$ cat config.mk
export PLATFORM = sky130hd
export DESIGN_NAME = rd_sched
export DESIGN_NICKNAME = d
export VERILOG_FILES = /design/src/rtl/rd_sched_pkg.sv /design/src/rtl/rd_sched_rr_arbiter.sv /design/src/rtl/rd_sched.sv
export SDC_FILE = /design/constraint.sdc
export NUM_CORES = 1
export LEC_CHECK = 0
export BUFFER_PORTS_ARGS = -buffer_cell sky130_fd_sc_hd__buf_2
export CAP_MARGIN = 20
export CORE_AREA = 2 2 110 191
export CTS_BUF_LIST = sky130_fd_sc_hd__clkbuf_8
export DETAILED_ROUTE_END_ITERATION = 12
export DIE_AREA = 0 0 112 193
export PLACE_DENSITY = 0.78
export SYNTH_ARGS = -nofsm -noshare
export SYNTH_HDL_FRONTEND = slang
export SYNTH_HIERARCHICAL = 1
export SYNTH_SLANG_ARGS = --single-unit
$ cat constraint.sdc
create_clock -name clk -period 7.2 [get_ports clk]
set_input_delay 1.08 -clock clk [delete_from_list [all_inputs] [get_ports clk]]
set_output_delay 1.08 -clock clk [all_outputs]
set_load 0.01 [all_outputs]
$ cat src/rtl/rd_sched_pkg.sv
// Shared types for the read descriptor scheduler: FSM states, descriptor layout, error codes.
package rd_sched_pkg;

  typedef enum logic [2:0] {
    ST_IDLE   = 3'd0,
    ST_LAUNCH = 3'd1,
    ST_WAIT   = 3'd2,
    ST_GAP    = 3'd3,
    ST_REPORT = 3'd4
  } state_e;

  typedef struct packed {
    logic [31:0] ctrl;
    logic [31:0] beg_addr;
    logic [31:0] end_addr;
  } desc_t;

  localparam logic [1:0] ERR_OK      = 2'b00;
  localparam logic [1:0] ERR_LEN     = 2'b01;
  localparam logic [1:0] ERR_TIMEOUT = 2'b10;

  // Index width that stays at least one bit for a single requester.
  function automatic int idx_w(int n);
    return (n > 1) ? $clog2(n) : 1;
  endfunction

endpackage

$ cat src/rtl/rd_sched_rr_arbiter.sv
// Combinational round-robin pick: first set req bit searching upward from last+1, modulo N.
module rr_arbiter
  import rd_sched_pkg::*;
#(
  parameter int N = 2
) (
  input  logic [N-1:0]          req,
  input  logic [idx_w(N)-1:0]   last,
  output logic [N-1:0]          grant,
  output logic [idx_w(N)-1:0]   idx
);

  localparam int IW = idx_w(N);

  // Walk the rotation backwards so the nearest candidate is the one left standing.
  always_comb begin
    grant = '0;
    idx   = '0;
    for (int k = N; k >= 1; k--) begin
      if (req[(int'(last) + k) % N]) begin
        grant                          = '0;
        grant[(int'(last) + k) % N]    = 1'b1;
        idx                            = IW'((int'(last) + k) % N);
      end
    end
  end

endmodule

$ cat src/rtl/rd_sched.sv
// Shares one packet read controller between N_REQ requesters: round-robin grant, length check,
// single outstanding read with watchdog, recovery gap, then a one-cycle completion report.
module rd_sched
  import rd_sched_pkg::*;
#(
  parameter int          N_REQ          = 2,
  parameter logic [15:0] MAX_LEN        = 16'd1518,
  parameter int          TIMEOUT_CYCLES = 4096,
  parameter int          GAP_CYCLES     = 2
) (
  input  logic                 clk,
  input  logic                 reset,
  input  logic                 enable,
  input  logic [N_REQ-1:0]     req_valid,
  output logic [N_REQ-1:0]     req_ready,
  input  logic [N_REQ*32-1:0]  req_control,
  input  logic [N_REQ*32-1:0]  req_begin,
  input  logic [N_REQ*32-1:0]  req_end,
  input  logic                 almost_full,
  output logic                 rd_start,
  output logic [31:0]          control,
  output logic [31:0]          pkt_begin,
  output logic [31:0]          pkt_end,
  input  logic                 rd_done,
  output logic                 done_valid,
  output logic [2:0]           done_id,
  output logic [1:0]           done_err,
  output logic                 busy,
  output logic [31:0]          pkt_count
);

  localparam int IW = idx_w(N_REQ);

  state_e          state_q, state_d;
  logic [IW-1:0]   last_q, last_d;
  logic [IW-1:0]   id_q, id_d;
  desc_t           desc_q, desc_d;
  logic [1:0]      err_q, err_d;
  logic [31:0]     cnt_q, cnt_d;
  logic [31:0]     pkt_cnt_q, pkt_cnt_d;

  logic [N_REQ-1:0] gnt_oh;
  logic [IW-1:0]    gnt_idx;
  logic             grant_en;
  desc_t            desc_sel;
  logic [31:0]      len;
  logic             len_ok;

  rr_arbiter #(.N(N_REQ)) u_arb (
    .req   (req_valid),
    .last  (last_q),
    .grant (gnt_oh),
    .idx   (gnt_idx)
  );

  assign grant_en          = (state_q == ST_IDLE) && enable && !almost_full && (|req_valid);
  assign desc_sel.ctrl     = req_control[32*int'(gnt_idx) +: 32];
  assign desc_sel.beg_addr = req_begin[32*int'(gnt_idx) +: 32];
  assign desc_sel.end_addr = req_end[32*int'(gnt_idx) +: 32];
  assign len               = desc_sel.end_addr - desc_sel.beg_addr;
  assign len_ok            = (desc_sel.end_addr > desc_sel.beg_addr) && (len <= {16'h0, MAX_LEN});

  always_ff @(posedge clk) begin
    if (!reset) begin
      state_q   <= ST_IDLE;
      last_q    <= IW'(N_REQ - 1);
      id_q      <= '0;
      desc_q    <= '0;
      err_q     <= ERR_OK;
      cnt_q     <= '0;
      pkt_cnt_q <= '0;
    end else begin
      state_q   <= state_d;
      last_q    <= last_d;
      id_q      <= id_d;
      desc_q    <= desc_d;
      err_q     <= err_d;
      cnt_q     <= cnt_d;
      pkt_cnt_q <= pkt_cnt_d;
    end
  end

  always_comb begin
    state_d   = state_q;
    last_d    = last_q;
    id_d      = id_q;
    desc_d    = desc_q;
    err_d     = err_q;
    cnt_d     = cnt_q;
    pkt_cnt_d = pkt_cnt_q;
    case (state_q)
      ST_IDLE: begin
        if (grant_en) begin
          last_d = gnt_idx;
          id_d   = gnt_idx;
          desc_d = desc_sel;
          if (len_ok) begin
            state_d = ST_LAUNCH;
            err_d   = ERR_OK;
          end else begin
            state_d = ST_REPORT;
            err_d   = ERR_LEN;
          end
        end
      end
      ST_LAUNCH: begin
        cnt_d   = '0;
        state_d = ST_WAIT;
      end
      ST_WAIT: begin
        // A completion arriving on the last watchdog cycle still counts as success.
        if (rd_done) begin
          state_d   = ST_GAP;
          err_d     = ERR_OK;
          pkt_cnt_d = pkt_cnt_q + 32'd1;
          cnt_d     = '0;
        end else if (cnt_q == 32'(TIMEOUT_CYCLES - 1)) begin
          state_d = ST_GAP;
          err_d   = ERR_TIMEOUT;
          cnt_d   = '0;
        end else begin
          cnt_d = cnt_q + 32'd1;
        end
      end
      ST_GAP: begin
        if (cnt_q == 32'(GAP_CYCLES - 1)) begin
          state_d = ST_REPORT;
        end else begin
          cnt_d = cnt_q + 32'd1;
        end
      end
      ST_REPORT: state_d = ST_IDLE;
      default:   state_d = ST_IDLE;
    endcase
  end

  always_comb begin
    req_ready  = grant_en ? gnt_oh : '0;
    rd_start   = (state_q == ST_LAUNCH);
    done_valid = (state_q == ST_REPORT);
    done_id    = (state_q == ST_REPORT) ? 3'(id_q) : 3'd0;
    done_err   = (state_q == ST_REPORT) ? err_q : ERR_OK;
    busy       = (state_q != ST_IDLE);
  end

  assign control   = desc_q.ctrl;
  assign pkt_begin = desc_q.beg_addr;
  assign pkt_end   = desc_q.end_addr;
  assign pkt_count = pkt_cnt_q;

endmodule

==> Yosys cells after proc, flatten, opt, wreduce, memory -nomap -nowiden <==
Index checks and enable logic that the tools add are counted.
{ "word_totals": {"regBits": 167, "word_cells": 84} }
{ "classes": {"add_sub_neg": 5, "n_lt_le_gt_ge": 6, "n_eq_ne": 10, "shift": 3, "mux": 32, "bitwise_logic": 2, "reduce_logical": 17} }
{ "op_table": {"columns": ["op", "count"], "rows": [
  ["indexed part select 64 x 7 -> 32 bit", 3],
  ["two-way mux 32 bit", 3],
  ["one-hot mux 32 bit (3 select lines)", 1],
  ["adder 32 x 1 -> 32 bit (second input constant)", 2],
  ["equality test 32 x 1 -> 1 bit (second input constant)", 1],
  ["equality test 32 x 12 -> 1 bit (second input constant)", 1],
  ["> comparator 32 bit", 1],
  ["less-or-equal comparator 32 x 11 -> 1 bit (second input constant)", 1],
  ["subtractor 32 bit", 1],
  ["two-way mux 3 bit", 5],
  ["two-way mux 2 bit", 7],
  ["two-way mux 1 bit", 12],
  ["one-hot mux 3 bit (4 select lines)", 1],
  ["equality test 3 x 2 -> 1 bit (second input constant)", 2],
  ["logical AND 1 bit", 6],
  ["less-than comparator 2 x 3 -> 1 bit (second input constant)", 2],
  ["inequality test 2 bit (second input constant)", 3],
  ["AND reduction 2 bit", 3],
  ["AND reduction 3 bit", 2],
  ["nonzero test 3 bit", 2],
  [">= comparator 2 x 1 -> 1 bit (second input constant)", 2],
  ["one-hot mux 2 bit (2 select lines)", 1],
  ["equality test 3 x 1 -> 1 bit (second input constant)", 1],
  ["equality test 3 bit (second input constant)", 1],
  ["other kinds (8)", 11]
]} }

==> Logic depth before layout (Yosys ltp) <==
Gate-level depths: netlist of the first run.
{ "depth": {"depth_word": 14, "depth_mapped": 15, "depth_no_buf": 13} }

==> Cells and area by module <==
The synthesis of the first run kept the hierarchy.
{ "modules_own_cells": {"columns": ["mod", "n_inst", "cells_each", "area_per_inst_um2", "seq_area_each_um2"], "rows": [
  ["rd_sched", 1, 1171, 9831.9, 3343.2],
  ["rr_arbiter", 1, 4, 26.3, 0.0]
]} }

==> Worst setup path after synthesis of the first run <==
Ideal clock, no wire load.
{ "synth_timing": {"kind": "input port to flip-flop", "startpoint": "in req_valid[1]", "endpoint": "reg state_q[2]", "arrival_ns": 4.652, "t_required_ns": 7.070, "setup_slack_ns": 2.418, "stages": 15, "n_path_buf": 2, "path_cell_list": "a21boi_1 clkbuf_1 buf_1 mux2_2 ha_1 fa_1 nor2b_1 o21bai_1 a211o_1 nand3_1 a221o_1 o2111ai_1 or4_4 o31ai_2 o41ai_1"} }
{ "synth_rtl": {"columns": ["item", "line_no", "text"], "rows": [
  ["start: declaration", "rd_sched.sv:14", "input logic [N_REQ-1:0] req_valid,"],
  ["end signal: assignment", "rd_sched.sv:73", "state_q <= state_d;"],
  ["end: declaration", "rd_sched.sv:34", "state_e state_q, state_d;"]
]} }

==> results of run 1 <==
## routing by layer
metal | vias to the layer above | global-route usage | routed length (um)
li1 | 4857 | - | -
met1 | 4718 | 0.302 | 12000
met2 | 357 | 0.513 | 16600
met3 | 65 | 0.0422 | 1480
met4 | 0 | 0.117 | 952
met5 | - | 0 | 0
## flip-flops by register name, indices dropped and copies added, names as in the netlist
register   count
cnt_q         32
control       32
pkt_begin     32
pkt_count     32
pkt_end       32
state_q        3
err_q          2
id_q           1
last_q         1
## critical path: cells and delay by family
kind	cells	cell delay (ns)
AO/OA/AOI/OAI	8	2.76
multiplexers	2	0.61
buffers and inverters	2	0.44
adder cells (fa/ha/maj)	1	0.40
AND/OR/NAND/NOR	1	0.20
## power by group
part / switching [W] / total [W] / internal (W)
Combinational: 0.000380 / 0.000645 / 0.000265
Sequential: 0.0000184 / 0.000976 / 0.000957
Clock: 0.000386 / 0.000678 / 0.000292
Total: 0.000785 / 0.00230 / 0.00151
## cell families after synthesis
| logic type | synth area share |
|---|---|
| fa+ha+maj | 0.0465 |
| mux | 0.139 |
| flops | 0.339 |
| simple gates | 0.218 |
| other cells | 0.000380 |
| buf+inv | 0.0366 |
| xor+xnor | 0.0453 |
| compound gates | 0.175 |
## path summary, 6_finish.rpt
| kind | slack, ns | startpoint | endpoint | depth (start not counted) |
|---|---|---|---|---|
| worst min-delay path | 0.46 | err_q[1] | err_q[1] | 2 |
| worst max-delay path | 2.01 | req_valid[1] | state_q[2] | 14 |
| worst max register to register | 2.36 | last_q | state_q[2] | 13 |
| worst min register to register | 0.46 | err_q[1] | err_q[1] | 2 |
## layout make-up
cell class / count / area, um2 / share of cell area
Inverter: 20 / 77.6 / 0.00644
Multi-Input combinational cell: 918 / 6180 / 0.513
Tap cell: 248 / 310 / 0.0258
Timing Repair Buffer: 345 / 1750 / 0.146
Clock inverter: 14 / 138 / 0.0114
Clock buffer: 18 / 248 / 0.0206
Sequential cell: 167 / 3340 / 0.277
## cells in the final DEF, fill, tap and decap left out, types with 14 or more instances in the layout
| cell type | netlist | routed |
|---|---|---|
| buf_2 | 5 | 334 |
| xnor2_1 | 22 | 22 |
| o21ai_0 | 41 | 41 |
| nand4_1 | 22 | 22 |
| inv_1 | 20 | 19 |
| nor2_1 | 178 | 177 |
| nand2_1 | 78 | 78 |
| and3_1 | 23 | 23 |
| ha_1 | 35 | 35 |
| nor4_1 | 15 | 15 |
| xor2_1 | 29 | 29 |
| nand3_1 | 49 | 49 |
| a211oi_1 | 68 | 68 |
| nor3_1 | 15 | 15 |
| mux2i_1 | 99 | 99 |
| clkbuf_8 | 0 | 18 |
| dfxtp_1 | 167 | 167 |
| mux2_2 | 31 | 31 |
| or3_1 | 14 | 14 |
| a21oi_1 | 59 | 59 |
## through the flow
step	instance area, um2	power, W	setup slack [ns]
after global placement	11700	0.00162	1.70
after detailed placement	11700	0.00163	1.61
after CTS	12000	0.00230	2.11
after global routing	12000	0.00241	1.73
final	12000	0.00230	2.01
after floorplan	9860	0.00142	2.42
==> results.toml, run 1 <==
[clocking]
postCtsSetupBuffers = 0
cts_tree = "built"
ctsResizeCount = 0
cts_hold_buf = 0
cts-root-buf = "clkbuf_8"
cts_buffer_depth = 2
insertion_delay_ns = 0.49
htree_levels = 4
clkTransAtPathRegs_ns = 0.09
numCtsBuffers = 17
cts.sinks = 167

[status]
status = "finished, final reports clean"

[yosys]
netlist_top_cells_area = "dfxtp_1 34%, mux2i_1 10%, nor2_1 6.8%"
ys_seq_area_frac = 0.339
syn_area_um2 = 9860
synth_top_area_share = 0.339
syn_area_per_cell_um2 = 8.39
syn_inst = 1175
synth_edf_count = 0
post-synth-top-count-cell = "nor2_1"
synth.top_cells.by_count = "178 x nor2_1, 167 x dfxtp_1, 99 x mux2i_1, 78 x nand2_1, 68 x a211oi_1"
synth_seq_cells = 167
synth_cell_types = 82
ys.flop_type = "dfxtp_1"
synth_top_cell_by_area = "dfxtp_1"
yosys_warnings = 6
synth_async_sr_flop_share = 0

[sta]
whs_ns = 0.461
fin_worst_skew_ns = 0.0247
rsz0062_at_grt = "false"
fmax_mhz = 193
slew_viol_final = 0
finalSetupViolations = 0
tightest_slew_ns = 1.06
finalSetupTns_ns = 0
hold_viol = 0
slew_headroom = 0.289
fin_crit_sh = 0.721
finalCriticalPeriod_ns = 5.19

[die]
die_y_um = 193
die_x_um = 112
pin_count = 337
die_area_um2 = 21600
rows = 69
core-area_um2 = 20200
initial_core_util = 0.488

[grt]
first_global_vias = 9582
grt_max_degree = 90
grt_util_all_layers = 0.272
overflow = 0
antenna_found_initial = 0
grt_pass1_wl_mm = 47.7

[drt]
vias_per_cell = 5.78
dr_total_vias = 9997
dr.pass1.iters = 7
routed_wl_mm = 31.1
route.detailed.drc = 0
drtAntennaViolNets = 0
wl_per_cell_um = 18.0
drtIter0Drc = 508

[setup_path]
startpoint_type = "input pin"
critical-path-slowest-cell = "a21boi_4"
cp.required_ns = 7.52
crit_fanout = 22
cp-end-kind = "register"
crit_chain = "buf_2, a21boi_4, buf_4, mux2_2, ha_1, a21oi_2, a2111oi_4, o2111ai_2, a31o_2, a221oi_1, mux2i_1, nand4_1, o31ai_2, o41ai_1"
max_stage_delay_ns = 0.84
crit_type = "in -> reg"
cp.arrival_ns = 5.51

[place]
port_buffers = 334
gp_congestion = 0.944
place_inst = 1698
hpwl_mm = 23.9

[layout]
fillers = 1884
fin_nets = 1704
area_delta_synth_final_pct = 22.2
diodes = 0
final_core_util = 0.596
layout.cells.non_filler = 1730
drive_gt1_frac = 0.292

[flow_run]
cap_violations = 0

[pwr]
cellLeakagePower_nw = 5.24
ir_worst_vdd_mv = 0.142
p_per_area_nw_per_um2 = 191

[worst_hold_path]
holdCritPathClass = "reg -> reg"
No activity file was read; power rests on OpenSTA's default activity.
==> run 2, diff against run 1 <==
--- a/config.mk
+++ b/config.mk
@@ -5,13 +5,14 @@
 export SDC_FILE = /design/constraint.sdc
 export NUM_CORES = 1
 export LEC_CHECK = 0
+export ABC_AREA = 1
 export BUFFER_PORTS_ARGS = -buffer_cell sky130_fd_sc_hd__buf_2
 export CAP_MARGIN = 20
-export CORE_AREA = 2 2 110 191
+export CORE_AREA = 2 2 117 204
 export CTS_BUF_LIST = sky130_fd_sc_hd__clkbuf_8
 export DETAILED_ROUTE_END_ITERATION = 12
-export DIE_AREA = 0 0 112 193
-export PLACE_DENSITY = 0.78
+export DIE_AREA = 0 0 119 206
+export PLACE_DENSITY = 0.79
 export SYNTH_ARGS = -nofsm -noshare
 export SYNTH_HDL_FRONTEND = slang
 export SYNTH_HIERARCHICAL = 1
==> constraint.sdc (replaced) <==
create_clock -name clk -period 4.3 [get_ports clk]
set_input_delay 0.645 -clock clk [delete_from_list [all_inputs] [get_ports clk]]
set_output_delay 0.645 -clock clk [all_outputs]
set_load 0.01 [all_outputs]
==> results.toml, run 2 <==
[status]
status = "finished, final reports clean"

[clocking]
cts.sinks = 167
ctsResizeCount = 0
cts_buffer_depth = 2
htree_levels = 4
postCtsSetupBuffers = 0
numCtsBuffers = 17
cts_tree = "built"
clkTransAtPathRegs_ns = 0.09
cts-root-buf = "clkbuf_8"
insertion_delay_ns = 0.51
cts_hold_buf = 0

[die]
pin_count = 337
rows = 74
die_area_um2 = 24500
die_y_um = 206
core-area_um2 = 23100
initial_core_util = 0.481
die_x_um = 119

[pwr]
p_int_w = 0.00277
p_clk_frac = 0.320
p_comb_frac = 0.287
cellLeakagePower_nw = 6.96
ir_worst_vdd_mv = 0.316
seqPwrFrac = 0.393
p_per_area_nw_per_um2 = 312
switchingPower_w = 0.00143
p_sw_frac = 0.339

[place]
hpwl_mm = 28.2
place_area_um2 = 13000
place_inst = 2330
port_buffers = 334
gp_congestion = 1.00

[setup_path]
cp-end-kind = "register"
r2r_slack_ns = 0.49
path_common_cell = "nor2_1"
startpoint_type = "register"
timing.rr.start = "last_q"
regToRegEndpoint = "state_q[0]"
crit_type = "reg -> reg"
crit_fanout = 30
r2r_cells = 19
cp.required_ns = 4.74
max_stage_delay_ns = 0.40
critical-path-slowest-cell = "mux2_2"
cp.arrival_ns = 4.25
crit_chain = "a21oi_4, buf_12, mux2_2, ha_1, buf_4, nand2_2, nor2_1, inv_1, nor2_1, nand3_1, nand4_1, nand2_1, nor2_1, nand3_1, nor2_1, nand3_1, nand2_1, nand2_1, a21oi_1"

[grt]
grt_util_all_layers = 0.287
overflow = 0
antenna_found_initial = 0
grt_max_degree = 94
grt_pass1_wl_mm = 56.2
first_global_vias = 11800

[sta]
fin_worst_skew_ns = 0.00776
finalCriticalPeriod_ns = 3.81
slew_viol_final = 0
hold_viol = 0
rsz0062_at_grt = "false"
finalSetupViolations = 0
fmax_mhz = 263
fin_crit_sh = 0.886
finalSetupTns_ns = 0
tightest_slew_ns = 0.934
slew_headroom = 0.377

[layout]
drive_gt1_frac = 0.221
fin_nets = 2280
layout_commonest_cell = "nand2_1"
final_cell_mix = "403 x nand2_1, 334 x buf_2, 271 x inv_1"
fillers = 2272
area_delta_synth_final_pct = 21.6
stdcell_area_um2 = 13500
multi_input_area_um2 = 6440
regArea_um2 = 3340
layout.cells.non_filler = 2363

[drt]
drtIter0Drc = 905
routed_wl_mm = 35.7
dr_total_vias = 12400
dr.pass1.iters = 9
wl_per_cell_um = 15.1
vias_per_cell = 5.25
route.detailed.drc = 0
drtAntennaViolNets = 0

[yosys]
synth_edf_count = 0
syn_area_um2 = 11100
synth_seq_cells = 167
post-synth-top-count-cell = "nand2_1"
synth_cell_types = 52
ys.flop_type = "dfxtp_1"
ys_seq_area_frac = 0.302
synth_top_area_share = 0.302
netlist_top_cells_area = "dfxtp_1 30%, nand2_1 14%, inv_1 9.2%"
syn_area_per_cell_um2 = 6.37
synth_async_sr_flop_share = 0
yosys_warnings = 6
synth_top_cell_by_area = "dfxtp_1"
synth.top_cells.by_count = "403 x nand2_1, 271 x inv_1, 259 x nor2_1, 167 x dfxtp_1, 115 x a21oi_1"
syn_inst = 1740

[flow_run]
cap_violations = 0

[worst_hold_path]
hold_end = "control[25]"
hold-path-cell-count = 3
hold_start = "req_control[57]"
holdCritPathClass = "in -> reg"
## run 2: worst max path at each step
| stage | startpoint | end | depth (start not counted) |
|---|---|---|---|
| 2_1_floorplan | req_valid[1] | state_q[2] | 26 |
| 3_3_place_gp | req_valid[0] | state_q[2] | 21 |
| 3_5_place_dp | req_valid[0] | state_q[2] | 21 |
| 4_1_cts | last_q | state_q[2] | 20 |
| 5_1_grt | last_q | state_q[2] | 20 |
| 6_report | last_q | state_q[0] | 19 |
## run 2: cells by family after synthesis
| group | share of synthesized area |
|---|---|
| buffers and inverters | 0.118 |
| muxes | 0.0595 |
| AOI/OAI and AO/OA | 0.138 |
| and+or+nand+nor | 0.332 |
| other | 0.000338 |
| DFF | 0.302 |
| xor gates and xnor gates | 0.00870 |
| adders and majority gates | 0.0413 |
## run 2: layout make-up
class / count / area share
Multi-Input combinational cell: 1236 / 0.478
Tap cell: 304 / 0.0282
Inverter: 278 / 0.0778
Clock buffer: 19 / 0.0194
Timing Repair Buffer: 345 / 0.133
Clock inverter: 12 / 0.0147
Sequential cell: 167 / 0.248
Antenna cell: 2 / 0.000372
## run 2: worst max-delay path, delay by kind of cell, from the launching register on
kind	cells	cell delay [ns]
simple gates	12	1.78
buf+inv	3	0.48
mux	1	0.40
flops	1	0.36
compound gates	2	0.36
fa+ha+maj	1	0.34
## run 2: power groups by stage
stage               Sequential (W)  Combinational (W)  Clock (W)
floorplan                  0.00171           0.000747          0
global placement           0.00169            0.00117          0
detailed placement         0.00169            0.00119          0
CTS                        0.00165            0.00119    0.00137
global route               0.00166            0.00134    0.00143
finish                     0.00165            0.00121    0.00134
## run 2: metrics by stage
step / power (W) / util / hold slack (ns) / worst slack, ns
after global routing: 0.00443 / 0.584 / 0.408 / 0.300
after CTS: 0.00421 / 0.584 / 0.390 / 0.550
after detailed placement: 0.00287 / 0.564 / 0.456 / 0.130
after floorplan: 0.00246 / - / 0.445 / 0.644
final: 0.00420 / 0.584 / 0.421 / 0.492
after global placement: 0.00286 / 0.564 / 0.457 / 0.107
## run 2: metal layers
layer / global-route usage / vias to the layer above / share of wire
li1: - / 6179 / -
met1: 0.293 / 5657 / 0.37
met2: 0.540 / 434 / 0.53
met3: 0.0499 / 131 / 0.048
met4: 0.176 / 0 / 0.056
met5: 0 / - / 0
